### src/rtl/sseg_scan_capture_pkg.sv
// Shared definitions for the 7-segment scan capture block.
// Holds the active-low glyph patterns, which the display driver's encoder
// also uses, so both ends agree on every segment map. Also holds the digit
// geometry, the capture FSM state type and a one-hot-low test.
package sseg_scan_capture_pkg;

  localparam int NUM_DIGITS = 8;
  localparam int NIBBLE_W   = 4;

  // Active-low segment patterns, bit order g..a
  localparam logic [6:0] SEG_0     = 7'h40;
  localparam logic [6:0] SEG_1     = 7'h79;
  localparam logic [6:0] SEG_2     = 7'h24;
  localparam logic [6:0] SEG_3     = 7'h30;
  localparam logic [6:0] SEG_4     = 7'h19;
  localparam logic [6:0] SEG_5     = 7'h12;
  localparam logic [6:0] SEG_6     = 7'h02;
  localparam logic [6:0] SEG_7     = 7'h78;
  localparam logic [6:0] SEG_8     = 7'h00;
  localparam logic [6:0] SEG_9     = 7'h10;
  localparam logic [6:0] SEG_A     = 7'h08;
  localparam logic [6:0] SEG_B     = 7'h03;
  localparam logic [6:0] SEG_C     = 7'h46;
  localparam logic [6:0] SEG_D     = 7'h21;
  localparam logic [6:0] SEG_E     = 7'h06;
  localparam logic [6:0] SEG_F     = 7'h0E;
  localparam logic [6:0] SEG_BLANK = 7'h7F;

  typedef enum logic [1:0] {
    ST_IDLE   = 2'd0,
    ST_SETTLE = 2'd1,
    ST_HOLD   = 2'd2
  } scan_state_e;

  // True when exactly one anode line is pulled low
  function automatic logic is_onehot_low(input logic [NUM_DIGITS-1:0] an);
    logic [NUM_DIGITS-1:0] act;
    act = ~an;
    return (act != {NUM_DIGITS{1'b0}}) &&
           ((act & (act - NUM_DIGITS'(1))) == {NUM_DIGITS{1'b0}});
  endfunction

endpackage

### src/rtl/sseg_glyph_decode.sv
// Combinational decoder: active-low 7-segment pattern -> hex code.
// Ports:
//   pattern  in  7  segment lines g..a, active-low
//   legal    out 1  pattern is a known glyph or the all-off blank
//   blank    out 1  pattern is all segments off
//   code     out 4  hex value (0 for blank or unknown patterns)
module sseg_glyph_decode
  import sseg_scan_capture_pkg::*;
(
  input  logic [6:0] pattern,
  output logic       legal,
  output logic       blank,
  output logic [3:0] code
);

  // Pattern lookup; anything not in the glyph set is flagged illegal
  always_comb begin
    legal = 1'b1;
    blank = 1'b0;
    code  = 4'h0;
    case (pattern)
      SEG_0:     code = 4'h0;
      SEG_1:     code = 4'h1;
      SEG_2:     code = 4'h2;
      SEG_3:     code = 4'h3;
      SEG_4:     code = 4'h4;
      SEG_5:     code = 4'h5;
      SEG_6:     code = 4'h6;
      SEG_7:     code = 4'h7;
      SEG_8:     code = 4'h8;
      SEG_9:     code = 4'h9;
      SEG_A:     code = 4'hA;
      SEG_B:     code = 4'hB;
      SEG_C:     code = 4'hC;
      SEG_D:     code = 4'hD;
      SEG_E:     code = 4'hE;
      SEG_F:     code = 4'hF;
      SEG_BLANK: blank = 1'b1;
      default:   legal = 1'b0;
    endcase
  end

endmodule

### src/rtl/sseg_scan_capture.sv
// Receiver for a multiplexed 8-digit active-low 7-segment display bus.
// Rebuilds each digit's hex value, decimal point, blank and valid status
// from the scanned anode/sseg pins.
// Ports:
//   ckht        in  1   system clock
//   rst         in  1   asynchronous active-low reset
//   anode       in  8   digit enables, active-low (bit i = digit i)
//   sseg        in  8   segments, active-low; bit7 = dp, 6:0 = g..a
//   digits      out 32  captured hex codes, digit i at [4i+3:4i]
//   dp          out 8   captured decimal points, active-high
//   dig_vld     out 8   digit holds a recognised glyph refreshed recently
//   blank       out 8   digit last captured with all segments off
//   frame_done  out 1   pulse once every position has been captured
//   err_cnt     out 8   saturating error count
// Optional feature macro: SSEG_SCAN_ERR_EN enables err_cnt (else tied 0).
module sseg_scan_capture
  import sseg_scan_capture_pkg::*;
#(
  parameter int STABLE_CYC  = 16,
  parameter int TIMEOUT_CYC = 1000000
) (
  input  logic        ckht,
  input  logic        rst,
  input  logic [7:0]  anode,
  input  logic [7:0]  sseg,
  output logic [31:0] digits,
  output logic [7:0]  dp,
  output logic [7:0]  dig_vld,
  output logic [7:0]  blank,
  output logic        frame_done,
  output logic [7:0]  err_cnt
);

  localparam int CNT_W = $clog2(STABLE_CYC + 1);
  localparam int TMO_W = (TIMEOUT_CYC > 2) ? $clog2(TIMEOUT_CYC) : 1;
  localparam int IDX_W = $clog2(NUM_DIGITS);
  localparam logic [CNT_W-1:0] STABLE_M1 = CNT_W'(STABLE_CYC - 1);
  localparam logic [TMO_W-1:0] TMO_MAX   = TMO_W'(TIMEOUT_CYC - 1);

  logic [15:0] sync1_r, sync2_r, prev_r;
  logic [7:0]  s_anode_s, s_sseg_s;
  logic        same_s, onehot_s, cap_s;
  logic [IDX_W-1:0] cap_idx_s;
  logic        dec_legal_s, dec_blank_s;
  logic [3:0]  dec_code_s;

  scan_state_e           state_r;
  logic [CNT_W-1:0]      cnt_r;
  logic [NUM_DIGITS-1:0][NIBBLE_W-1:0] digits_r;
  logic [7:0]            dp_r, vld_r, blank_r, seen_r;
  logic                  frame_done_r;
  logic [TMO_W-1:0]      tmo_r [NUM_DIGITS];
  logic                  seen_full_s;

  assign s_anode_s = sync2_r[15:8];
  assign s_sseg_s  = sync2_r[7:0];
  assign same_s    = (sync2_r == prev_r);
  assign onehot_s  = is_onehot_low(s_anode_s);

  // Two-stage synchronizer plus the previous-sample register
  always_ff @(posedge ckht or negedge rst) begin
    if (!rst) begin
      sync1_r <= 16'hFFFF;
      sync2_r <= 16'hFFFF;
      prev_r  <= 16'hFFFF;
    end else begin
      sync1_r <= {anode, sseg};
      sync2_r <= sync1_r;
      prev_r  <= sync2_r;
    end
  end

  sseg_glyph_decode u_decode (
    .pattern (s_sseg_s[6:0]),
    .legal   (dec_legal_s),
    .blank   (dec_blank_s),
    .code    (dec_code_s)
  );

  // Capture fires on the sample that completes the stable run; the index is
  // the low anode bit (only meaningful while the anode is one-hot-low)
  always_comb begin
    cap_idx_s = {IDX_W{1'b0}};
    for (int i = 0; i < NUM_DIGITS; i++) begin
      cap_idx_s = s_anode_s[i] ? cap_idx_s : IDX_W'(i);
    end
    if ((state_r == ST_SETTLE) && same_s && (cnt_r == STABLE_M1)) begin
      cap_s = 1'b1;
    end else begin
      cap_s = 1'b0;
    end
  end

  // Settle FSM: count consecutive identical one-hot samples
  always_ff @(posedge ckht or negedge rst) begin
    if (!rst) begin
      state_r <= ST_IDLE;
      cnt_r   <= {CNT_W{1'b0}};
    end else begin
      case (state_r)
        ST_IDLE: begin
          if (onehot_s) begin
            state_r <= ST_SETTLE;
            cnt_r   <= CNT_W'(1);
          end
        end
        ST_SETTLE: begin
          if (same_s) begin
            cnt_r <= cnt_r + CNT_W'(1);
            if (cnt_r == STABLE_M1) state_r <= ST_HOLD;
          end else if (onehot_s) begin
            cnt_r <= CNT_W'(1);
          end else begin
            state_r <= ST_IDLE;
          end
        end
        ST_HOLD: begin
          // Any change restarts exactly as IDLE would on the new sample
          if (!same_s) begin
            state_r <= onehot_s ? ST_SETTLE : ST_IDLE;
            cnt_r   <= CNT_W'(1);
          end
        end
        default: begin
          state_r <= ST_IDLE;
          cnt_r   <= {CNT_W{1'b0}};
        end
      endcase
    end
  end

  // Per-digit capture registers and refresh timeout
  always_ff @(posedge ckht or negedge rst) begin
    if (!rst) begin
      digits_r <= '0;
      dp_r     <= 8'h00;
      vld_r    <= 8'h00;
      blank_r  <= 8'h00;
      for (int i = 0; i < NUM_DIGITS; i++) tmo_r[i] <= {TMO_W{1'b0}};
    end else begin
      for (int i = 0; i < NUM_DIGITS; i++) begin
        if (cap_s && (cap_idx_s == IDX_W'(i))) begin
          dp_r[i]  <= ~s_sseg_s[7];
          tmo_r[i] <= {TMO_W{1'b0}};
          if (dec_legal_s) begin
            digits_r[i] <= dec_code_s;
            blank_r[i]  <= dec_blank_s;
            vld_r[i]    <= 1'b1;
          end else begin
            vld_r[i] <= 1'b0;
          end
        end else if (tmo_r[i] == TMO_MAX) begin
          vld_r[i] <= 1'b0;
        end else begin
          tmo_r[i] <= tmo_r[i] + TMO_W'(1);
        end
      end
    end
  end

  assign seen_full_s = (seen_r == 8'hFF);

  // Frame tracking: pulse and clear one cycle after the mask fills; a
  // capture on the clearing cycle lands in the fresh mask
  always_ff @(posedge ckht or negedge rst) begin
    if (!rst) begin
      seen_r       <= 8'h00;
      frame_done_r <= 1'b0;
    end else begin
      frame_done_r <= seen_full_s;
      seen_r <= (seen_full_s ? 8'h00 : seen_r) |
                (cap_s ? (8'h01 << cap_idx_s) : 8'h00);
    end
  end

`ifdef SSEG_SCAN_ERR_EN
  logic [CNT_W-1:0] mh_cnt_r;
  logic [7:0]       err_cnt_r;
  logic             multi_s, an_same_s, mh_evt_s, err_evt_s;

  // A multi-hot anode is judged on the anode lines alone
  assign multi_s   = (s_anode_s != 8'hFF) && !onehot_s;
  assign an_same_s = (s_anode_s == prev_r[15:8]);
  assign mh_evt_s  = multi_s && an_same_s && (mh_cnt_r == STABLE_M1);
  assign err_evt_s = (cap_s && !dec_legal_s) || mh_evt_s;

  // Stable-run counter for multi-hot anodes; stops at STABLE_CYC so each
  // occurrence is reported once
  always_ff @(posedge ckht or negedge rst) begin
    if (!rst) begin
      mh_cnt_r <= {CNT_W{1'b0}};
    end else if (!multi_s) begin
      mh_cnt_r <= {CNT_W{1'b0}};
    end else if (!an_same_s) begin
      mh_cnt_r <= CNT_W'(1);
    end else if (mh_cnt_r != CNT_W'(STABLE_CYC)) begin
      mh_cnt_r <= mh_cnt_r + CNT_W'(1);
    end
  end

  // Saturating error counter
  always_ff @(posedge ckht or negedge rst) begin
    if (!rst) begin
      err_cnt_r <= 8'h00;
    end else if (err_evt_s && (err_cnt_r != 8'hFF)) begin
      err_cnt_r <= err_cnt_r + 8'h01;
    end
  end

  assign err_cnt = err_cnt_r;
`else
  assign err_cnt = 8'h00;
`endif

  assign digits     = digits_r;
  assign dp         = dp_r;
  assign dig_vld    = vld_r;
  assign blank      = blank_r;
  assign frame_done = frame_done_r;

endmodule

### config.mk
export PLATFORM = sky130hd
export DESIGN_NAME = sseg_scan_capture
export DESIGN_NICKNAME = d
export VERILOG_FILES = /design/src/rtl/sseg_scan_capture_pkg.sv /design/src/rtl/sseg_glyph_decode.sv /design/src/rtl/sseg_scan_capture.sv
export SDC_FILE = /design/constraint.sdc
export NUM_CORES = 1
export LEC_CHECK = 0
export ABC_AREA = 1
export ABC_CLOCK_PERIOD_IN_PS = 6400
export BUFFER_PORTS_ARGS = -buffer_cell sky130_fd_sc_hd__buf_2
export CORE_AREA = 4 4 194 196
export CTS_CLUSTER_DIAMETER = 80
export DETAILED_ROUTE_END_ITERATION = 12
export DIE_AREA = 0 0 198 200
export SYNTH_ARGS = -nofsm -noshare
export SYNTH_HDL_FRONTEND = slang
export SYNTH_SLANG_ARGS = --single-unit
### constraint.sdc
create_clock -name ckht -period 6.4 [get_ports ckht]
set_input_delay 1.28 -clock ckht [delete_from_list [all_inputs] [get_ports ckht]]
set_output_delay 1.28 -clock ckht [all_outputs]
set_load 0.01 [all_outputs]
==> PnR_summary.wiki <==
{| class="wikitable"
! Metric !! Value
|-
| Run status || finished, final reports clean
|-
| Via-to-Cell Ratio || between 4 and 5
|-
| Total number of vias || between 10000 and 15000
|-
| Max frequency || 324 MHz
|-
| Total routing resource utilization after global routing || 0.162
|-
| Overall overflow remaining after global route || 0
|-
| Largest family of logic cells by synthesized area || simple AND/OR/NAND/NOR gates
|-
| Buffering stage count on the worst path with inverters included || 1
|-
| Post-detailed-route DRC marker count || 0
|-
| Max transition margin || 0.353
|-
| Die Y || around 200 um
|-
| Post-synthesis cell count || 1751
|-
| Avg WL per Cell || about 14 um
|-
| Total area of multi-input combinational cells || between 0.005 and 0.006 mm2
|-
| Count of maximum capacitance violations || 0
|-
| Top-level port count || just over 80
|-
| Core region area || between 0.03 and 0.04 mm2
|-
| Flops & latches, synth || 280
|-
| Initial antenna violation count || 0
|-
| Clock-pin slew on the worst setup and hold paths || about 60 ps
|-
| Chip Width || 198 um
|-
| Ant. Diodes || 0
|-
| Wire length of the first global-routing pass || 53.6 mm
|-
| Final Max Slew Viols || 0
|-
| Area growth syn-to-layout || 13.5%
|-
| Static leakage || between 8 and 9 nW
|-
| Power density of the placed cells || roughly 240 mW/mm2
|-
| Maximum cell stage delay along the critical path || 790 ps
|-
| Synthesized-area fraction occupied by and/or/nand/nor cells || 0.318
|-
| Post-synthesis share of cell area spent on xor and xnor gates || 0.0705
|-
| Portion of netlist area occupied by mux cells || 0
|-
| Residual antenna-violating net count after detailed routing || 0
|-
| Cells resized by post-CTS repair || 0
|-
| Number of detailed-routing iterations run before antenna repair || 5
|-
| Overall die area || about 0.040 mm2
|-
| Count of endpoints failing hold in the final timing report || 0
|-
| Largest net degree at the start of global routing || between 100 and 150
|-
| Detailed-placement wirelength estimate || ~23 mm
|-
| Crit path max-delay cell type || sky130_fd_sc_hd__nor2_4
|-
| Cell accounting for the most synthesized area || sky130_fd_sc_hd__dfrtp_1
|-
| Number of distinct library cells after synthesis || 36
|-
| Cells taking the most area after synthesis || sky130_fd_sc_hd__dfrtp_1 41%, sky130_fd_sc_hd__nand2_1 14%, sky130_fd_sc_hd__dfstp_2 8.9%
|-
| Number of warning messages in the yosys log || 0
|-
| Minimum period implied by the final worst setup slack || 3080 ps
|-
| PnR worst setup slack || roughly 3300 ps
|-
| Highest fanout seen on the critical path || 45
|-
| Worst Path Required || 6850 ps
|-
| Setup violators final || 0
|-
| H-tree level count || 1
|-
| Chain of cells forming the critical path || ha_1 -> and3_1 -> ha_1 -> inv_1 -> nor2_4 -> nand3_1 -> nand2_1 -> nand2_1
|-
| Fillers || between 3000 and 4000
|-
| Placed Instances || around 2300
|-
| Crit path max-delay family || simple AND/OR/NAND/NOR gates
|-
| Kind of end point of the critical path || flop
|-
| Endpoint arrival time on the critical path || roughly 3500 ps
|-
| Maximum VDD drop || roughly 0.22 mV
|-
| Post-synthesis adder-cell area fraction || 0.00884
|-
| Worst hold margin || 354 ps
|-
| Number of buffers created by CTS || 31
|-
| Row Count || 70
|-
| Syn Std Cell Area || between 0.01 and 0.015 mm2
|-
| Nature of the critical path startpoint || flop
|-
| Buffer cell driving the clock tree root || sky130_fd_sc_hd__clkbuf_16
|-
| Share of layout cells above drive strength 1 || 0.119
|-
| Placer's final routability congestion estimate || between 0.8 and 0.9
|-
| Skew-Pair Late Insertion Delay || 560 ps
|-
| Sequential area share after synthesis || 0.499
|-
| Sequential cell area in the final layout || 0.00707 mm2
|-
| Total design power || about 3.8 mW
|-
| Period utilisation layout || 0.482
|-
| Unrepaired setup endpoints after global routing || false
|-
| Clock buffer depth || 3
|-
| Sum of routed wire length over all layers || roughly 32 mm
|-
| Total of buffers placed on input and output ports || 74
|-
| Post-Place Worst Slack || around 3300 ps
|-
| Starting density of the core || 0.392
|-
| Start-to-end type of the worst setup path || reg2reg
|-
| Detailed Route Iter0 Violations || roughly 740
|-
| Post-layout instance count excluding filler cells || 2327
|-
| Area share of the largest cell type after synthesis || 0.410
|-
| Post-CTS setup repair buffer count || 0
|-
| Fin nets || about 1900
|-
| CTS tree || done
|-
| Number of global-route vias before repair || between 10000 and 15000
|-
| Sum Neg Setup Slack || 0 ps
|-
| Worst min path class || reg2reg
|-
| Clk_skew || 15.4 ps
|-
| Num Clock Sinks || 280
|-
| Worst slew pin tran || just under 1000 ps
|-
| Post-synthesis compound-gate area fraction || 0.0195
|-
| CTS hold repair buffers || 0
|-
| Mean instance size in the synthesized netlist || roughly 8.1 um2
|}
layout by cell type, fill, tap and decap left out, types with 10 or more instances in the layout:
cell type,n
sky130_fd_sc_hd__ha_1,10
sky130_fd_sc_hd__nand4_1,87
sky130_fd_sc_hd__xnor2_1,44
sky130_fd_sc_hd__clkbuf_16,34
sky130_fd_sc_hd__nand3_1,143
sky130_fd_sc_hd__nor4_1,24
sky130_fd_sc_hd__dfstp_2,48
sky130_fd_sc_hd__inv_1,245
sky130_fd_sc_hd__buf_2,73
sky130_fd_sc_hd__nand2_1,516
sky130_fd_sc_hd__nor2_1,142
sky130_fd_sc_hd__a21oi_1,25
sky130_fd_sc_hd__dfrtp_1,232
sky130_fd_sc_hd__inv_2,17
sky130_fd_sc_hd__o21ai_0,23
sky130_fd_sc_hd__nor3_1,47
sky130_fd_sc_hd__xor2_1,70
cells in the mapped netlist:
master,instances
sky130_fd_sc_hd__nand4_1,87
sky130_fd_sc_hd__nor2_1,142
sky130_fd_sc_hd__o21ai_1,1
sky130_fd_sc_hd__nand3_1,143
sky130_fd_sc_hd__inv_1,245
sky130_fd_sc_hd__a22oi_1,1
sky130_fd_sc_hd__buf_1,1
sky130_fd_sc_hd__dfrtp_1,232
sky130_fd_sc_hd__a21oi_1,25
sky130_fd_sc_hd__nor3_1,47
sky130_fd_sc_hd__or2_2,4
sky130_fd_sc_hd__nor3b_1,3
sky130_fd_sc_hd__o21bai_1,1
sky130_fd_sc_hd__inv_2,17
sky130_fd_sc_hd__nor2_8,1
sky130_fd_sc_hd__nand3_4,6
sky130_fd_sc_hd__nor2_4,3
sky130_fd_sc_hd__xnor2_1,44
sky130_fd_sc_hd__ha_1,10
sky130_fd_sc_hd__conb_1,1
sky130_fd_sc_hd__buf_2,21
sky130_fd_sc_hd__nand2_4,1
sky130_fd_sc_hd__nor3_2,3
sky130_fd_sc_hd__nand2_1,516
sky130_fd_sc_hd__a21boi_0,1
sky130_fd_sc_hd__and2_1,1
sky130_fd_sc_hd__a31o_2,1
sky130_fd_sc_hd__nor2_2,1
sky130_fd_sc_hd__dfstp_2,48
sky130_fd_sc_hd__xor2_1,70
sky130_fd_sc_hd__nand3_2,8
sky130_fd_sc_hd__buf_4,12
sky130_fd_sc_hd__o21ai_0,23
sky130_fd_sc_hd__nand3b_1,6
sky130_fd_sc_hd__and3_1,1
sky130_fd_sc_hd__nor4_1,24
per-stage QoR:
| step | instance area (um2) | util |
|---|---|---|
| 2_1_floorplan | 14200 | - |
| 3_3_place_gp | 15000 | 0.415 |
| 3_5_place_dp | 15000 | 0.415 |
| 4_1_cts | 16100 | 0.445 |
| 5_1_grt | 16100 | 0.445 |
| 6_report | 16100 | 0.445 |
per-layer routing:
layer  vias to the layer above  track usage  wire, um
met5                         -            0         0
met4                         0       0.0479      1020
met3                        56       0.0235      1380
met2                       213        0.261     14400
met1                      5225        0.231     15100
li1                       5705            -         -
final cells by class:
class,instances,share of cell area
Clock inverter,13,0.00981
Inverter,262,0.0612
Clock buffer,44,0.0578
Multi-Input combinational cell,1182,0.369
Tap cell,468,0.0364
Sequential cell,280,0.440
Timing Repair Buffer,78,0.0255
logic make-up after synthesis:
group	after synthesis
other	1
xor gates and xnor gates	114
and+or+nand+nor	997
AOI/OAI and AO/OA	53
buffers and inverters	296
DFF	280
adders and majority gates	10
path summary, 6_finish.rpt:
path | from | to | slack (ps) | depth (start not counted)
worst max-delay path | cnt_r[0] | digits[28] | 3320 | 8
worst max register to register | cnt_r[0] | digits[28] | 3320 | 8
min in group asynchronous | rst | digits[24] | 770 | 1
worst min register to register | sync1_r[1] | sync2_r[1] | 350 | 0
worst min-delay path | sync1_r[1] | sync2_r[1] | 350 | 0
max in group asynchronous | rst | tmo_r[77] | 4260 | 2
power breakdown:
group | switching [mW] | leakage, nW | internal [mW]
Clock | 0.732 | 0.534 | 1.13
Sequential | 0.0194 | 3.63 | 1.80
Combinational | 0.0911 | 4.47 | 0.0270
state kept, by name, summed over array words and instances (netlist names):
signal      count
blank           8
dp              8
cnt_r           5
sync1_r        16
frame_done      1
seen_r          8
dig_vld         8
sync2_r        16
digits         32
state_r         2
prev_r         16
tmo_r         160
(Power assumes the default switching activity.)
